### src/rtl/shift_reg_universal.sv
// Universal serial/parallel converter: SIPO receive (mode=0) and PISO transmit (mode=1).
// PISO handshake: a word is taken on any edge where i_pin_load && o_pin_ready; there is no queue.
module shift_reg_universal #(
    parameter int WIDTH     = 8,
    parameter bit MSB_FIRST = 1'b1
) (
    input  logic             clk,
    input  logic             rst,
    input  logic             i_mode,
    input  logic             i_sin,
    input  logic             i_sin_valid,
    output logic [WIDTH-1:0] o_pout,
    output logic             o_pout_valid,
    input  logic [WIDTH-1:0] i_pin,
    input  logic             i_pin_load,
    output logic             o_pin_ready,
    output logic             o_sout,
    output logic             o_sout_valid,
    output logic             o_busy,
    output logic [0:0]       o_dbg_state
);

    localparam int             CW      = $clog2(WIDTH);
    localparam logic [CW-1:0]  LAST    = CW'(WIDTH - 1);
    localparam logic [CW-1:0]  ONE     = CW'(1);
    localparam logic [0:0]     S_IDLE  = 1'b0;
    localparam logic [0:0]     S_SHIFT = 1'b1;

    logic [WIDTH-1:0] r_shreg;
    logic [CW-1:0]    r_cnt;
    logic [0:0]       r_state;
    logic             r_mode_q;
    logic [WIDTH-1:0] r_pout;
    logic             r_pout_valid;
    logic             r_sout_valid;

    logic             w_mode_chg;
    logic             w_last;
    logic             w_load;
    logic [WIDTH-1:0] w_sipo_next;
    logic [WIDTH-1:0] w_piso_next;

    assign w_mode_chg  = (i_mode != r_mode_q);
    assign w_last      = (r_cnt == LAST);
    assign w_sipo_next = MSB_FIRST ? {r_shreg[WIDTH-2:0], i_sin} : {i_sin, r_shreg[WIDTH-1:1]};
    assign w_piso_next = MSB_FIRST ? {r_shreg[WIDTH-2:0], 1'b0} : {1'b0, r_shreg[WIDTH-1:1]};
    assign w_load      = i_pin_load && o_pin_ready && !w_mode_chg;

    // Ready is the only output allowed to see inputs (rst, mode) combinationally.
    assign o_pin_ready  = rst && i_mode && ((r_state == S_IDLE) || ((r_state == S_SHIFT) && w_last));
    assign o_sout       = (r_state == S_SHIFT) && (MSB_FIRST ? r_shreg[WIDTH-1] : r_shreg[0]);
    assign o_busy       = (!r_mode_q && (r_cnt != '0)) || (r_mode_q && (r_state == S_SHIFT));
    assign o_pout       = r_pout;
    assign o_pout_valid = r_pout_valid;
    assign o_sout_valid = r_sout_valid;
    assign o_dbg_state  = r_state;

    always_ff @(posedge clk) begin
        if (!rst) begin
            r_shreg      <= '0;
            r_cnt        <= '0;
            r_state      <= S_IDLE;
            r_mode_q     <= i_mode;
            r_pout       <= '0;
            r_pout_valid <= 1'b0;
            r_sout_valid <= 1'b0;
        end else begin
            r_mode_q     <= i_mode;
            r_pout_valid <= 1'b0;
            if (w_mode_chg) begin
                // Switching direction drops any partial frame but keeps the last received word.
                r_shreg      <= '0;
                r_cnt        <= '0;
                r_state      <= S_IDLE;
                r_sout_valid <= 1'b0;
            end else if (!i_mode) begin
                if (i_sin_valid) begin
                    r_shreg <= w_sipo_next;
                    if (w_last) begin
                        r_pout       <= w_sipo_next;
                        r_pout_valid <= 1'b1;
                        r_cnt        <= '0;
                    end else begin
                        r_cnt <= r_cnt + ONE;
                    end
                end
            end else begin
                case (r_state)
                    S_IDLE: begin
                        if (w_load) begin
                            r_shreg      <= i_pin;
                            r_cnt        <= '0;
                            r_state      <= S_SHIFT;
                            r_sout_valid <= 1'b1;
                        end
                    end
                    default: begin
                        if (w_last) begin
                            // Last bit on the wire: chain straight into the next word if offered.
                            if (w_load) begin
                                r_shreg <= i_pin;
                                r_cnt   <= '0;
                            end else begin
                                r_shreg      <= w_piso_next;
                                r_cnt        <= '0;
                                r_state      <= S_IDLE;
                                r_sout_valid <= 1'b0;
                            end
                        end else begin
                            r_shreg <= w_piso_next;
                            r_cnt   <= r_cnt + ONE;
                        end
                    end
                endcase
            end
        end
    end

endmodule

### config.mk
export PLATFORM = sky130hd
export DESIGN_NAME = shift_reg_universal
export DESIGN_NICKNAME = d
export VERILOG_FILES = /design/src/rtl/shift_reg_universal.sv
export SDC_FILE = /design/constraint.sdc
export NUM_CORES = 1
export LEC_CHECK = 0
export ABC_AREA = 1
export CORE_UTILIZATION = 30
export CTS_CLUSTER_SIZE = 30
export DETAILED_ROUTE_END_ITERATION = 7
export PLACE_DENSITY = 0.63
export SYNTH_ARGS = -nofsm -noshare
export SYNTH_HDL_FRONTEND = slang
export SYNTH_SLANG_ARGS = --single-unit
### constraint.sdc
create_clock -name clk -period 3.7 [get_ports clk]
set_clock_uncertainty 0.2 [all_clocks]
set_input_delay 0.74 -clock clk [delete_from_list [all_inputs] [get_ports clk]]
set_output_delay 0.74 -clock clk [all_outputs]
set_load 0.005 [all_outputs]
==> out/results.ini <==
[finish]
fin_nets = 209
layout-drive-gt1-share_pct = 12.1
layout.cells.most_common = inv_1
antenna_cells = 0
stdcell_count = 238
layout_common_cells = 34 x inv_1, 27 x clkdlybuf4s50_1, 25 x nand2_1
area_delta_synth_final_pct = 28.0

[timing]
hold_viol = 0
rsz0062_at_grt = false
setup_viol = 0
min_period_ns = 3.05
post-route-period-util_pct = 82.5
slew_viol_final = 0
max_freq_ghz = 0.328
worst_pin_slew_ns = 0.547
slew_headroom_pct = 63.5
setup_tns_ns = 0

[floorplanning]
dieHeight_microns = 65.1
die_w_microns = 65.1
die_area_sq_um = 4240
core_region_area_sq_um = 3740
rows = 22
ios = 28
initial_core_util_pct = 31.9

[power]
p_clk_share_pct = 31.3
p_sw_share_pct = 27.1
power.switching_uw = 137
p_leak_uw = 0.000649
p_comb_share_pct = 16.8
power.internal_uw = 369
worst_ir_drop_vdd_mv = 0.123
p_per_area_nw_per_um2 = 331
sequentialPowerShare_pct = 51.9

[yosys]
syn_nets = 182
yosys_warnings = 0
synth.area.top_cells = dfxtp_1 39%, inv_1 11%, a21oi_1 8.0%
synth_area_leader_cell = dfxtp_1
synth_area_sq_um = 1190
ys_seq_area_share_pct = 38.5
yosysTopAreaCellShare_pct = 38.5
avgSynthCellArea_sq_um = 7.29
syn_inst = 164
yosysUniqueCellTypes = 25
ys_ff_latch = 23

[detailed_routing]
wire_per_inst_microns = 9.88
viasPerCell = 4.23
vias = 1007
drt-total-wl_microns = 2350
drcViolationCount = 0
drt_iter0_drc = 27
drt.antenna.violating_nets = 0
firstDrtPassIters = 4

[clock_network]
clk_latency_ns = 0.26
cts_buffers = 3
cts_tree = done
postCtsSetupBuffers = 0
hold_buffers = 0
cts_root_buf = clkbuf_8
max-clock-path-buffers = 2
clk_pin_slew_ns = 0.08
cts.sinks = 23
cts_resized = 0
htree_levels = 1

[flow_run]
drv_cap = 0

[setup_path]
cp.arrival_ns = 2.11
critPathKind = input pin to primary output
cp-start-kind = input pin
end_kind = primary output
crit_required_ns = 2.76
worstPathMaxFanout = 10

[global_routing]
grt_pass1_wl_microns = 3990
grt_max_degree = 18
grt_overflow = 0
antenna_found_initial = 0
groute.usage.overall_pct = 12.4
grt_pass1_vias = 887

[placed_design]
gp_congestion = 0.801
place_inst = 234
port_buffers = 27
dp_hpwl_microns = 1760

[status]
status = complete, no violations

[worst_hold_path]
min_path_type = flip-flop to flip-flop

==> power by group through the flow <==
stage          logic [uW]  clock network [uW]  registers [uW]
5_1_grt              96.0                 174             265
4_1_cts              85.6                 166             263
2_1_floorplan        62.2                   0             266
3_5_place_dp         85.4                   0             269
3_3_place_gp         84.4                   0             269
6_report             85.1                 159             263
==> area by class of cell <==
| class | count | area [sq um] |
|---|---|---|
| clock inverters | 1 | 5.00 |
| fillers | 421 | 2210 |
| flip-flops and latches | 23 | 460 |
| inverters | 38 | 144 |
| clock buffers | 3 | 41.3 |
| multi-input cells | 98 | 548 |
| well taps | 48 | 60.1 |
| repair buffers | 27 | 270 |
==> layer usage <==
layer / vias to the layer above / GRT usage [%] / routed length (microns)
met1: 425 / 15.9 / 1180
met5: - / 0 / 0
met3: 4 / 3.30 / 100
met4: 0 / 5.71 / 33
met2: 16 / 19.1 / 1040
li1: 562 / - / -
==> Yosys cell counts (all sizes together) <==
cell type and number:
nand2 32, ha 4, inv 37, a211oi 1, a221oi 1, nor2 10, a21oi 22, a2bb2oi 1
dfxtp 23, clkinv 1, buf 5, o21ai 10, or2 1, nand3 16
==> flip-flops by register name, summed over array words and instances (netlist names) <==
| signal | flops |
|---|---|
| r_mode_q | 1 |
| r_shreg | 8 |
| o_dbg_state | 1 |
| o_sout_valid | 1 |
| o_pout_valid | 1 |
| r_cnt | 3 |
| o_pout | 8 |
==> critical path: stages <==
cell and delay, ns:
clkdlybuf4s50_1 0.63, nand2_2 0.10, clkinv_2 0.07, nand2_1 0.04, inv_1 0.04, clkdlybuf4s50_1 0.48
==> worst paths after layout <==
| kind | cells after the start | startpoint | slack (ns) | end |
|---|---|---|---|---|
| worst min-delay path | 2 | o_pout[4] | 0.24 | o_pout[4] |
| worst min register to register | 2 | o_pout[4] | 0.24 | o_pout[4] |
| worst max-delay path | 6 | rst | 0.65 | o_pin_ready |
| worst max register to register | 9 | r_cnt[0] | 1.60 | r_shreg[0] |
==> stage by stage <==
step / hold slack [ns] / area [sq um] / power (uW) / util, % / setup slack, ns
after global routing: 0.264 / 1530 / 535 / 40.8 / 0.546
after detailed placement: 0.236 / 1480 / 354 / 39.6 / 0.603
after global placement: 0.234 / 1480 / 353 / 39.6 / 0.649
after CTS: 0.250 / 1530 / 514 / 40.8 / 0.639
after floorplan: 0.240 / 1190 / 328 / - / 1.56
final: 0.245 / 1530 / 507 / 40.8 / 0.649
==> cell families (layout without fill, tap and decap cells) <==
| logic type | count (synthesis) | count (layout) | synth area share (%) |
|---|---|---|---|
| AOI/OAI and AO/OA | 35 | 35 | 17.1 |
| DFF | 23 | 23 | 38.5 |
| and+or+nand+nor | 59 | 59 | 24.6 |
| buffers and inverters | 43 | 69 | 15.6 |
| adders and majority gates | 4 | 4 | 4.19 |
(Power assumes the default switching activity.)
